**src/rtl/pc_gen_pkg.sv**
```systemverilog
// rtl/pc_gen_pkg.sv - shared next-PC encodings and default address constants
// Purpose: NPCSel encodings and default reset/exception/fetch-window constants
//          used by the pc_gen top, its RAS, and the testbench.
// Ports: none (package).
package pc_gen_pkg;

  typedef enum logic [2:0] {
    PCPLUS4 = 3'd0,
    IMM26   = 3'd1,
    GRFDATA = 3'd2,
    IMM16   = 3'd3,
    RAS     = 3'd4
  } npc_sel_e;

  localparam logic [31:0] RESET_PC_DEF = 32'h0000_3000;
  localparam logic [31:0] EXC_VEC_DEF  = 32'h0000_4180;
  localparam logic [31:0] IM_LO_DEF    = 32'h0000_3000;
  localparam logic [31:0] IM_HI_DEF    = 32'h0000_6ffc;

endpackage

```
**src/rtl/pc_gen_if.sv**
```systemverilog
// rtl/pc_gen_if.sv - D-stage/CP0 to fetch PC generator signal bundle
// Purpose: groups redirect inputs and fetch-side outputs of pc_gen.
// Ports (slave view = pc_gen):
//   in : stall, Req, eret, EPC, D_PC, NPCSel, imm26, imm16, GRF, zero,
//        ras_push, ras_pop
//   out: F_PC, F_AdEL, ras_valid, ras_top
interface pc_gen_if #(
  parameter int ADDR_W = 32
);

  logic              stall;
  logic              Req;
  logic              eret;
  logic [ADDR_W-1:0] EPC;
  logic [ADDR_W-1:0] D_PC;
  logic [2:0]        NPCSel;
  logic [25:0]       imm26;
  logic [15:0]       imm16;
  logic [ADDR_W-1:0] GRF;
  logic              zero;
  logic              ras_push;
  logic              ras_pop;
  logic [ADDR_W-1:0] F_PC;
  logic              F_AdEL;
  logic              ras_valid;
  logic [ADDR_W-1:0] ras_top;

  modport master (
    output stall, Req, eret, EPC, D_PC, NPCSel, imm26, imm16, GRF, zero,
           ras_push, ras_pop,
    input  F_PC, F_AdEL, ras_valid, ras_top
  );

  modport slave (
    input  stall, Req, eret, EPC, D_PC, NPCSel, imm26, imm16, GRF, zero,
           ras_push, ras_pop,
    output F_PC, F_AdEL, ras_valid, ras_top
  );

endinterface

```
**src/rtl/pc_gen_ras.sv**
```systemverilog
// rtl/pc_gen_ras.sv - circular return-address stack with saturating count
// Purpose: stores return addresses for jal/jalr, serves them to jr $ra.
// Ports:
//   clk, reset        : clock, synchronous active-high reset
//   push, pop         : already qualified by the caller (stall/Req masked)
//   push_val          : return address to store
//   valid, top        : stack non-empty, entry at the top pointer
module pc_gen_ras #(
  parameter int ADDR_W = 32,
  parameter int DEPTH  = 4
) (
  input  logic              clk,
  input  logic              reset,
  input  logic              push,
  input  logic              pop,
  input  logic [ADDR_W-1:0] push_val,
  output logic              valid,
  output logic [ADDR_W-1:0] top
);

  localparam int PTR_W = $clog2(DEPTH);
  localparam int CNT_W = PTR_W + 1;
  localparam logic [CNT_W-1:0] CNT_FULL = CNT_W'(DEPTH);

  logic [ADDR_W-1:0] entry_q [DEPTH];
  logic [ADDR_W-1:0] entry_d [DEPTH];
  logic [PTR_W-1:0]  tp_q, tp_d;
  logic [CNT_W-1:0]  cnt_q, cnt_d;
  logic [PTR_W-1:0]  tp_inc;

  assign tp_inc = tp_q + 1'b1;

  always_comb begin
    entry_d = entry_q;
    tp_d    = tp_q;
    cnt_d   = cnt_q;
    if (push && pop && cnt_q != '0) begin
      // Call and return in the same slot: swap the top in place.
      entry_d[tp_q] = push_val;
    end else if (push) begin
      // Wrapping the pointer overwrites the oldest entry when full.
      tp_d            = tp_inc;
      entry_d[tp_inc] = push_val;
      if (cnt_q != CNT_FULL) begin
        cnt_d = cnt_q + 1'b1;
      end
    end else if (pop && cnt_q != '0) begin
      tp_d  = tp_q - 1'b1;
      cnt_d = cnt_q - 1'b1;
    end
  end

  always_ff @(posedge clk) begin
    if (reset) begin
      for (int i = 0; i < DEPTH; i++) begin
        entry_q[i] <= '0;
      end
      tp_q  <= '0;
      cnt_q <= '0;
    end else begin
      entry_q <= entry_d;
      tp_q    <= tp_d;
      cnt_q   <= cnt_d;
    end
  end

  assign valid = (cnt_q != '0);
  assign top   = entry_q[tp_q];

endmodule

```
**src/rtl/pc_gen.sv**
```systemverilog
// rtl/pc_gen.sv - fetch-stage program counter register and next-PC select
// Purpose: owns F_PC; applies reset/exception/eret/stall/NPCSel priority,
//          flags illegal fetch addresses and drives the return-address stack.
// Ports:
//   clk, reset : clock, synchronous active-high reset
//   bus        : pc_gen_if slave (redirect inputs in, F_PC/F_AdEL/RAS out)
module pc_gen
  import pc_gen_pkg::*;
#(
  parameter int                ADDR_W    = 32,
  parameter logic [ADDR_W-1:0] RESET_PC  = RESET_PC_DEF,
  parameter logic [ADDR_W-1:0] EXC_VEC   = EXC_VEC_DEF,
  parameter logic [ADDR_W-1:0] IM_LO     = IM_LO_DEF,
  parameter logic [ADDR_W-1:0] IM_HI     = IM_HI_DEF,
  parameter int                RAS_DEPTH = 4
) (
  input  logic     clk,
  input  logic     reset,
  pc_gen_if.slave  bus
);

  logic [ADDR_W-1:0] f_pc_q, f_pc_d;
  logic [ADDR_W-1:0] pc_plus4;
  logic [ADDR_W-1:0] j_target;
  logic [ADDR_W-1:0] br_target;
  logic [ADDR_W-1:0] sel_pc;
  logic              ras_en;
  logic              ras_valid;
  logic [ADDR_W-1:0] ras_top;

  assign pc_plus4  = f_pc_q + ADDR_W'(4);
  assign j_target  = {bus.D_PC[ADDR_W-1:28], bus.imm26, 2'b00};
  assign br_target = bus.D_PC + ADDR_W'(4)
                   + {{(ADDR_W-18){bus.imm16[15]}}, bus.imm16, 2'b00};

  // The stack moves only when D actually advances and is not being flushed.
  assign ras_en = !bus.stall && !bus.Req;

  always_comb begin
    sel_pc = pc_plus4;
    case (bus.NPCSel)
      PCPLUS4: sel_pc = pc_plus4;
      IMM26:   sel_pc = j_target;
      GRFDATA: sel_pc = bus.GRF;
      IMM16:   sel_pc = bus.zero ? br_target : pc_plus4;
      // Uses the top before any same-cycle pop lands.
      RAS:     sel_pc = ras_valid ? ras_top : bus.GRF;
      default: sel_pc = pc_plus4;
    endcase
  end

  always_comb begin
    f_pc_d = sel_pc;
    if (bus.Req) begin
      f_pc_d = EXC_VEC;
    end else if (bus.eret && !bus.stall) begin
      f_pc_d = bus.EPC;
    end else if (bus.stall) begin
      f_pc_d = f_pc_q;
    end
  end

  always_ff @(posedge clk) begin
    if (reset) begin
      f_pc_q <= RESET_PC;
    end else begin
      f_pc_q <= f_pc_d;
    end
  end

  pc_gen_ras #(
    .ADDR_W (ADDR_W),
    .DEPTH  (RAS_DEPTH)
  ) u_ras (
    .clk      (clk),
    .reset    (reset),
    .push     (bus.ras_push && ras_en),
    .pop      (bus.ras_pop && ras_en),
    .push_val (bus.D_PC + ADDR_W'(8)),
    .valid    (ras_valid),
    .top      (ras_top)
  );

  assign bus.F_PC      = f_pc_q;
  assign bus.F_AdEL    = (f_pc_q[1:0] != 2'b00) || (f_pc_q < IM_LO) || (f_pc_q > IM_HI);
  assign bus.ras_valid = ras_valid;
  assign bus.ras_top   = ras_top;

endmodule

```
**src/flat_wrapper.sv**
```systemverilog
// flat-port wrapper written by rule: the top's interface ports become plain ports
module pc_gen_flat import pc_gen_pkg::*;
#(
  parameter int                ADDR_W    = 32,
  parameter logic [ADDR_W-1:0] RESET_PC  = RESET_PC_DEF,
  parameter logic [ADDR_W-1:0] EXC_VEC   = EXC_VEC_DEF,
  parameter logic [ADDR_W-1:0] IM_LO     = IM_LO_DEF,
  parameter logic [ADDR_W-1:0] IM_HI     = IM_HI_DEF,
  parameter int                RAS_DEPTH = 4
)
  (clk, reset, bus_stall, bus_Req, bus_eret, bus_EPC, bus_D_PC, bus_NPCSel, bus_imm26, bus_imm16, bus_GRF, bus_zero, bus_ras_push, bus_ras_pop, bus_F_PC, bus_F_AdEL, bus_ras_valid, bus_ras_top);
  pc_gen_if #(.ADDR_W(ADDR_W)) bus_i ();
  input  logic clk;
  input  logic reset;
  input wire logic [$bits(bus_i.stall)-1:0] bus_stall;
  input wire logic [$bits(bus_i.Req)-1:0] bus_Req;
  input wire logic [$bits(bus_i.eret)-1:0] bus_eret;
  input wire logic [$bits(bus_i.EPC)-1:0] bus_EPC;
  input wire logic [$bits(bus_i.D_PC)-1:0] bus_D_PC;
  input wire logic [$bits(bus_i.NPCSel)-1:0] bus_NPCSel;
  input wire logic [$bits(bus_i.imm26)-1:0] bus_imm26;
  input wire logic [$bits(bus_i.imm16)-1:0] bus_imm16;
  input wire logic [$bits(bus_i.GRF)-1:0] bus_GRF;
  input wire logic [$bits(bus_i.zero)-1:0] bus_zero;
  input wire logic [$bits(bus_i.ras_push)-1:0] bus_ras_push;
  input wire logic [$bits(bus_i.ras_pop)-1:0] bus_ras_pop;
  output wire logic [$bits(bus_i.F_PC)-1:0] bus_F_PC;
  output wire logic [$bits(bus_i.F_AdEL)-1:0] bus_F_AdEL;
  output wire logic [$bits(bus_i.ras_valid)-1:0] bus_ras_valid;
  output wire logic [$bits(bus_i.ras_top)-1:0] bus_ras_top;
  assign bus_i.stall = bus_stall;
  assign bus_i.Req = bus_Req;
  assign bus_i.eret = bus_eret;
  assign bus_i.EPC = bus_EPC;
  assign bus_i.D_PC = bus_D_PC;
  assign bus_i.NPCSel = bus_NPCSel;
  assign bus_i.imm26 = bus_imm26;
  assign bus_i.imm16 = bus_imm16;
  assign bus_i.GRF = bus_GRF;
  assign bus_i.zero = bus_zero;
  assign bus_i.ras_push = bus_ras_push;
  assign bus_i.ras_pop = bus_ras_pop;
  assign bus_F_PC = bus_i.F_PC;
  assign bus_F_AdEL = bus_i.F_AdEL;
  assign bus_ras_valid = bus_i.ras_valid;
  assign bus_ras_top = bus_i.ras_top;
  pc_gen #(.ADDR_W(ADDR_W), .RESET_PC(RESET_PC), .EXC_VEC(EXC_VEC), .IM_LO(IM_LO), .IM_HI(IM_HI), .RAS_DEPTH(RAS_DEPTH)) u_core (.clk(clk), .reset(reset), .bus(bus_i));
endmodule
```
**config.mk**
```make
export PLATFORM = sky130hd
export DESIGN_NAME = pc_gen_flat
export DESIGN_NICKNAME = d
export VERILOG_FILES = /design/src/rtl/pc_gen_pkg.sv /design/src/rtl/pc_gen_if.sv /design/src/rtl/pc_gen_ras.sv /design/src/rtl/pc_gen.sv /design/src/flat_wrapper.sv
export SDC_FILE = /design/constraint.sdc
export NUM_CORES = 1
export LEC_CHECK = 0
export ABC_AREA = 1
export CORE_UTILIZATION = 25
export CTS_CLUSTER_SIZE = 40
export DETAILED_ROUTE_END_ITERATION = 8
export DONT_BUFFER_PORTS = 1
export SYNTH_ARGS = -nofsm -noshare
export SYNTH_HDL_FRONTEND = slang
export SYNTH_SLANG_ARGS = --single-unit
```
**constraint.sdc**
```tcl
create_clock -name clk -period 4.22 [get_ports clk]
set_input_delay 0.844 -clock clk [delete_from_list [all_inputs] [get_ports clk]]
set_output_delay 0.844 -clock clk [all_outputs]
set_load 0.01 [all_outputs]
```
* Word level (Yosys, flattened, before mapping)
Cells that the tools add are included.
** Word-level totals
- Register bits after elaboration :: 165
- Bits of input ports :: 149
- Output and inout port bits :: 66
- Logic and storage cells :: 75
** Cells by class
- $add $sub $neg :: 8
- $lt $le $gt $ge :: 6
- Equality and inequality tests :: 8
- Mux-type cells :: 22
- Bitwise operators :: 3
- Reduce and logical (&&, ||, !) cells :: 20
** Operator list (count)
- 128-bit bitwise mux :: 2
- 128-bit two-way mux :: 2
- 32-bit two-way mux :: 8
- 32-bit demux with 2-bit select :: 2
- 32-bit case mux with 4 select lines :: 1
- 32-bit by 3-bit adder with 32-bit output, second input constant :: 2
- 32-bit binary-select mux with 2-bit select :: 1
- 32-bit adder :: 1
- 32-bit by 4-bit adder with 32-bit output, second input constant :: 1
- 32-bit by 15-bit > comparator with 1-bit output, second input constant :: 1
- 32-bit by 14-bit < comparator with 1-bit output, second input constant :: 1
- 15-bit two-way mux :: 1
- 1-bit logical AND :: 9
- 3-bit two-way mux :: 3
- 3-bit by 2-bit equality test with 1-bit output, second input constant :: 2
- 3-bit greater-or-equal comparator, second input constant :: 2
- 3-bit by 1-bit < comparator with 1-bit output, second input constant :: 2
- 2-bit NOT with 3-bit output :: 2
- 2-bit nonzero test :: 3
- 2-bit two-way mux :: 2
- 2-bit by 1-bit != test with 1-bit output, second input constant :: 2
- 3-bit by 1-bit adder with 3-bit output, second input constant :: 1
- 3-bit by 1-bit equality test with 1-bit output, second input constant :: 1
- 3-bit equality test, second input constant :: 1
- 12 further kinds :: 14

* Depth between registers and ports, before layout
Gate-level depths: netlist (run 1).
- Word-level depth :: 9
- Gate-level depth with buffers :: 19
- Depth with buffers taken out :: 19

* By module
From an unflattened synthesis (run 1), not the netlist that was laid out.
** Second synthesis, totals
- Cell total of the unflattened synthesis :: 2255
- Area, all modules :: 13364.1 um^2
** By module, submodules not included
- pc_gen :: times used 1, cells an instance 1214, area each 6683.9 um^2
- pc_gen_ras :: times used 1, cells an instance 1041, area each 6680.2 um^2

* Worst setup path after synthesis (run 1)
Ideal clock, no wire load.
- Kind :: input port to flip-flop
- From :: input port bus_imm16[1]
- To :: register u_core.f_pc_q[17] (netlist: u_core.bus.F_PC[17])
- Data arrival time :: 2.762 ns
- Required time :: 4.092 ns
- Slack :: 1.329 ns
- Stages on the path :: 16
- Path through :: ha_1 > ha_1 > inv_1 > fa_1 > inv_1 > nand2_1 > o21ai_0 > nand2_1 > nand2_1 > nand3_1 > nand3_1 > nand3_1 > nand2_1 > nand2_1 > nand2_1 > a21oi_1
** On the way
- Cells in the longest elaborated chain, start to end :: 5
** Ends and longest elaborated chain
- from (decl) :: RTL line flat_wrapper.sv:22 : input wire logic [$bits(bus_i.imm16)-1:0] bus_imm16;
- 32-bit adder :: RTL line pc_gen.sv:34 : + {{(ADDR_W-18){bus.imm16[15]}}, bus.imm16, 2'b00};
- 32-bit two-way mux :: RTL line pc_gen.sv:45 : IMM16: sel_pc = bus.zero ? br_target : pc_plus4;
- 32-bit case mux with 4 select lines :: RTL line pc_gen.sv:41 : case (bus.NPCSel)
- 32-bit two-way mux :: RTL line pc_gen.sv:58 : end else if (bus.stall) begin
- 32-bit two-way mux :: RTL line pc_gen.sv:56 : end else if (bus.eret && !bus.stall) begin
- to (signal assigned) :: RTL line pc_gen.sv:67 : f_pc_q <= f_pc_d;
- to (decl) :: RTL line pc_gen.sv:22 : logic [ADDR_W-1:0] f_pc_q, f_pc_d;
No other way between the ends. The select of a mux whose other input is x is not followed.
A chain may end at the register's enable or synchronous reset.

* Final worst setup path (run 1)
- From :: register u_core.u_ras.tp_q[0]
- To :: output port bus_ras_top[13]
** On the way
- Cells in the longest elaborated chain, start to end :: 4
** Ends and longest elaborated chain
- from (decl) :: RTL line pc_gen_ras.sv:27 : logic [PTR_W-1:0] tp_q, tp_d;
- from (signal assigned) :: RTL line pc_gen_ras.sv:62 : tp_q <= tp_d;
- 2-bit NOT with 3-bit output (implied by the code) :: RTL line pc_gen_ras.sv:68 : assign top = entry_q[tp_q];
- 32-bit binary-select mux with 2-bit select :: RTL line pc_gen_ras.sv:68
- 32-bit two-way mux (implied by the code) (2 in series) :: RTL line pc_gen_ras.sv:68
- to (decl) :: RTL line flat_wrapper.sv:30 : output wire logic [$bits(bus_i.ras_top)-1:0] bus_ras_top;
No other way between the ends. The select of a mux whose other input is x is not followed.

==> results.md, run 1 <==
- Outcome: complete, no violations
- TritonRoute pass-1 iters: 5
- Slew @ Worst Pin: 1.12 ns
- First-pass GRT wire length: 76,500 µm
- Clock tree from TritonCTS: done
- Vias in the first global route: 12,100
- #FFs+latches synth: 165
- Async SR Flop Fraction: 0%
- Clock skew: 0.0137 ns
- Global Route met2 Usage: 32.5%
- Post-synth top area share: 26.1%
- EDFF count, synth: 0
- Global Route met3 Usage: 5.18%
- Worst vdd ir: 0.289 mV
- Critical path arrival: 2.44 ns
- Port Buffer Count: 0
- Leakage: 0.00617 µW
- DR iter-0 viols: 1,249
- Initial Util: 25.3%
- DR vias: 13,500
- Initial antenna violation count: 6
- # hold bufs at CTS: 0
- Synth Area in XOR/XNOR: 2.90%
- GRT met1 Usage: 25.5%
- Synthesized area per cell: 6.04 µm²
- Mux share of post-synthesis cell area: 0%
- Count of final setup violators: 0
- Clock share of power: 36.5%
- Crit share post-route: 77.8%
- Synth Flop Type: dfxtp_1
- Final wirelength: 52,700 µm
- Post-synthesis simple-gate area fraction: 29.0%
- Post-layout min period: 3.28 ns
- GRT overflow: 0
- Site row count: 82
- Clk_lat worst skew: 0.45 ns
- CTS clk-pin slew, worst paths: 0.07 ns
- Fin worst setup slack: 0.938 ns
- # Max-Cap Violations: 0
- Post-layout util: 27.7%
- Core ar.: 50,100 µm²
- Yosys warns: 0
- Post-CTS Setup Bufs: 0
- Post-Synthesis Cells: 2,096
- Place WS: 0.845 ns
- Power density cells: 323 nW/µm²
- Area contributors post-synth: dfxtp_1 (26%), nand2_1 (16%), a21oi_1 (9.8%)
- Flop pwr share: 37.9%
- Post-cts resize count: 0
- Chip Height: 227 µm
- Die Wd: 227 µm
- Cell area after synthesis: 12,700 µm²
- Clock sink total: 165
- CP Launch Type: flop
- Critical Path RT: 3.38 ns
- Die ar.: 51,600 µm²
- Setup CP Type: flop to primary output
- Number of vias per cell: 4.95
- Num CTS Buffers: 17
- Area grow syn2layout: 9.53%
- Post-synthesis sequential area ratio: 26.1%
- Switching Fraction: 37.3%
- CTS H-tree lvls: 4
- Syn_nets: 2,310
- Avg WL per Cell: 19.4 µm
- Slew Limit Fails: 0
- Cell Int Power: 2810 µW
- Final Hold Vio Count: 0
- CTS root buf: clkbuf_16
- Post-Route Setup TNS: 0 ns
- Slew HR: 24.9%
- Largest family of logic cells by synthesized area: simple AND/OR/NAND/NOR gates
- NumNets Final: 2,249
- Gp weighted congestion: 0.903
- Hold WC Path Type: flop to flop
- Busiest grt layer: met2
- Synth unique cells: 52
- RSZ-0062 raised after global routing: no
- CP endpoint kind: primary output
- CP Max Fanout: 99
- Largest net degree at the start of global routing: 136
- Io pins: 215
- Post-route ant nets: 0
- Combinational Power Share: 25.6%
- Compound-gate portion of the synthesized area: 23.6%
- Drt drc: 0
- Layout cell share with drive strength beyond 1: 4.20%
- Dominant cell type by area after synthesis: dfxtp_1
- Clk buf depth: 2
- Post-Synth Adder-Cell Area: 6.54%
- Filler cell count: 5,787
- Overall Global Routing Usage: 20.1%
- Hpwl dp: 40,900 µm
- Switch Pwr: 1670 µW
- F_max: 305 MHz
[flip-flops by register name, summed over array words and instances, names as in the netlist]
name and cells:
u_core.u_ras.entry_q 128, u_core.bus.F_PC 32, u_core.u_ras.cnt_q 3, u_core.u_ras.tp_q 2
[kinds of logic after synthesis]
logic type | Yosys count
flip-flops | 165
XOR/XNOR | 42
AND/OR/NAND/NOR | 881
AO/OA/AOI/OAI | 554
adder cells (fa/ha/maj) | 65
buffers and inverters | 389
[cell usage after synthesis (28+ instances only)]
master      n
nand2_1   543
inv_1     278
a21oi_1   249
o21ai_0   235
dfxtp_1   165
nor2_1    143
nand3_1   109
clkbuf_1   69
ha_1       63
nand4_1    35
xor2_1     33
o211ai_1   28
[metrics by stage]
step	cells	hold WS, ns	power [µW]	instance area, µm²
after floorplan	2096	0.424	2520	12700
after global placement	2688	0.437	2870	13300
after detailed placement	2688	0.442	2880	13300
after CTS	2720	0.450	4500	13900
after global routing	2721	0.452	4710	13900
final	2722	0.456	4490	13900
[power by group through the flow]
| stage | combinational, µW | clock (µW) | sequential [µW] |
|---|---|---|---|
| after floorplan | 816 | 0 | 1710 |
| after global placement | 1140 | 0 | 1740 |
| after detailed placement | 1140 | 0 | 1730 |
| after CTS | 1150 | 1650 | 1700 |
| after global routing | 1290 | 1710 | 1710 |
| final | 1150 | 1640 | 1700 |
[metal layers]
metal	share of wire [%]	vias up	routed length [µm]
met5	0.10	-	55
met4	3.2	8	1710
met3	7.9	72	4180
met1	43	6199	22500
met2	46	446	24300
li1	-	6756	-
[critical path: stages, from the launching register on]
cell and delay, ns:
dfxtp_2 0.33, buf_4 0.74, o21ai_0 0.21, o22ai_1 0.66
[cell type report]
type	count	area, µm²	area share, %
Multi-Input combinational cell	1542	7870	56.7
Sequential cell	165	3310	23.8
Inverter	293	1100	7.93
Tap cell	672	841	6.06
Clock buffer	17	425	3.07
Clock inverter	15	181	1.31
Timing Repair Buffer	16	145	1.05
Antenna cell	2	5.00	0.0361
[final timing paths]
path                                                             from                                     to  slack, ns  cells after the start
worst max-delay path                u_core.u_ras.tp_q[0]$_SDFFE_PP0P_                        bus_ras_top[13]       0.94                      3
worst min-delay path            u_core.u_ras.entry_q[97]$_SDFFE_PP0P_  u_core.u_ras.entry_q[97]$_SDFFE_PP0P_       0.46                      2
worst max register to register     u_core.u_ras.cnt_q[0]$_SDFFE_PP0P_  u_core.u_ras.entry_q[18]$_SDFFE_PP0P_       1.08                     10
worst min register to register  u_core.u_ras.entry_q[97]$_SDFFE_PP0P_  u_core.u_ras.entry_q[97]$_SDFFE_PP0P_       0.46                      2
[cells in the final DEF, fill, tap and decap left out, types with 4 or more instances in the layout]
cell type and n:
a21oi_1 249, o21ai_0 235, nand2_1 543, dfxtp_1 163, ha_1 63, o211ai_1 28, nor3_1 16, a221oi_1 4
nand3b_1 4, buf_4 14, clkinv_1 4, nor2_1 140, nor2_2 12, xor2_1 33, nor4_1 6, clkbuf_16 17
inv_1 277, inv_2 12, xnor2_1 9, or2_1 5, clkinv_8 4, nand3_1 109, inv_6 4, nand4_1 35
a22o_1 11, a211oi_1 5
Power figures use the tool's default switching activity.
==> inputs of run 2 (changes only) <==
clock period = 3.1 ns   (was 4.22 ns; I/O delays follow)
==> results.md, run 2 (same netlist as run 1, synthesis figures left out) <==
- Clock skew: 0.0134 ns
- TritonRoute pass-1 iters: 6
- Post-layout util: 28.0%
- Outcome: complete, no violations
- Hpwl dp: 41,300 µm
- CTS root buf: clkbuf_16
- Die Wd: 227 µm
- CP Launch Type: flop
- Site row count: 82
- Post-cts resize count: 0
- Critical path arrival: 2.20 ns
- Slew HR: 47.3%
- Largest Register: u_core.u_ras.entry_q
- Post-Route Setup TNS: 0 ns
- Setup CP Type: flop to primary output
- Clock tree from TritonCTS: done
- Hold WC Path Type: input pin to flop
- Clk_lat worst skew: 0.46 ns
- Hold path depth: 1
- Num CTS Buffers: 17
- Die ar.: 51,600 µm²
- First-pass GRT wire length: 76,500 µm
- Number of vias per cell: 5.00
- Drt drc: 0
- Avg WL per Cell: 19.2 µm
- Layout cell share with drive strength beyond 1: 5.08%
- Clock sink total: 165
- Clk buf depth: 2
- Most frequent cells in the layout: nand2_1 (543), inv_1 (277), a21oi_1 (249)
- DR iter-0 viols: 1,389
- Final wirelength: 52,600 µm
- CP Max Fanout: 18
- Overall Global Routing Usage: 20.0%
- Cell Area, Placed: 13,500 µm²
- Area grow syn2layout: 10.8%
- Worst vdd ir: 0.397 mV
- Post-layout min period: 2.82 ns
- Post-CTS Setup Bufs: 0
- Critical Path RT: 2.48 ns
- Placed instance count: 2,709
- CTS H-tree lvls: 4
- Largest net degree at the start of global routing: 100
- Port Buffer Count: 0
- Slew Limit Fails: 0
- Initial antenna violation count: 8
- CTS clk-pin slew, worst paths: 0.08 ns
- Vias in the first global route: 12,100
- Power density cells: 429 nW/µm²
- Initial Util: 25.3%
- DR vias: 13,700
- Post-route ant nets: 0
- Io pins: 215
- RSZ-0062 raised after global routing: no
- Final Instance Area: 14,000 µm²
- Crit share post-route: 91.0%
- Most common cell after layout, fill and taps aside: nand2_1
- GRT overflow: 0
- # Max-Cap Violations: 0
- Core ar.: 50,100 µm²
- Gp weighted congestion: 0.925
- NumNets Final: 2,270
- Chip Height: 227 µm
- Leakage: 0.00627 µW
- Max reg flops: 128
- Slew @ Worst Pin: 0.783 ns
- Layout Cells excl Fill: 2,744
- # hold bufs at CTS: 0
- Final Hold Vio Count: 0
- F_max: 354 MHz
- Count of final setup violators: 0
- CP endpoint kind: primary output
- FF-to-FF path depth: 7
-- run 2: changes by cell type in the layout (fill, tap and decap cells not counted) --
cell / before / now
buf_12: 2 / 6
clkinv_4: 0 / 2
bufinv_16: 1 / 0
nor2_1: 140 / 141
diode_2: 2 / 4
clkinv_8: 4 / 2
nor2_2: 12 / 11
buf_4: 14 / 31
-- run 2: stage by stage --
step / worst slack (ns) / power, µW / hold slack (ns)
6_report: 0.278 / 6020 / 0.240
5_1_grt: 0.198 / 6330 / 0.227
4_1_cts: 0.272 / 6030 / 0.221
3_5_place_dp: 0.212 / 3950 / 0.438
3_3_place_gp: 0.259 / 3950 / 0.433
2_1_floorplan: 0.433 / 3440 / 0.424
-- run 2: layer usage --
metal | global-route usage [%] | part of all wire, %
met5 | 0 | 0.11
met4 | 6.67 | 2.9
met2 | 32.6 | 47
met3 | 5.21 | 8.5
met1 | 25.4 | 42
-- run 2: layout make-up --
class / count / area, µm²
sequential: 165 / 3310
timing repair buffer: 37 / 353
antenna: 4 / 10.0
clock inverter: 14 / 136
tap: 672 / 841
clock buffer: 17 / 425
multi-input combinational: 1542 / 7860
fill: 5816 / 36000
inverter: 293 / 1100
-- run 2: critical path: stages, from the launching register on --
cell,delay [ns]
dfxtp_2,0.65
inv_1,0.28
buf_4,0.26
a21oi_1,0.11
o21ai_0,0.09
nand2_1,0.23
inv_1,0.13
-- run 2: power breakdown --
group / total (µW) / internal (µW) / switching, µW
registers: 2320 / 2220 / 99.4
clock network: 2100 / 1060 / 1040
logic: 1610 / 491 / 1110
-- run 2: path summary, 6_finish.rpt --
check / startpoint / to / slack [ns]
min reg2reg: u_core.u_ras.entry_q[40]$_SDFFE_PP0P_ / u_core.u_ras.entry_q[40]$_SDFFE_PP0P_ / 0.45
max reg2reg: u_core.u_ras.tp_q[1]$_SDFFE_PP0P_ / u_core.u_ras.entry_q[107]$_SDFFE_PP0P_ / 0.59
min: reset / u_core.u_ras.entry_q[71]$_SDFFE_PP0P_ / 0.24
max: u_core.u_ras.tp_q[1]$_SDFFE_PP0P_ / bus_ras_top[8] / 0.28
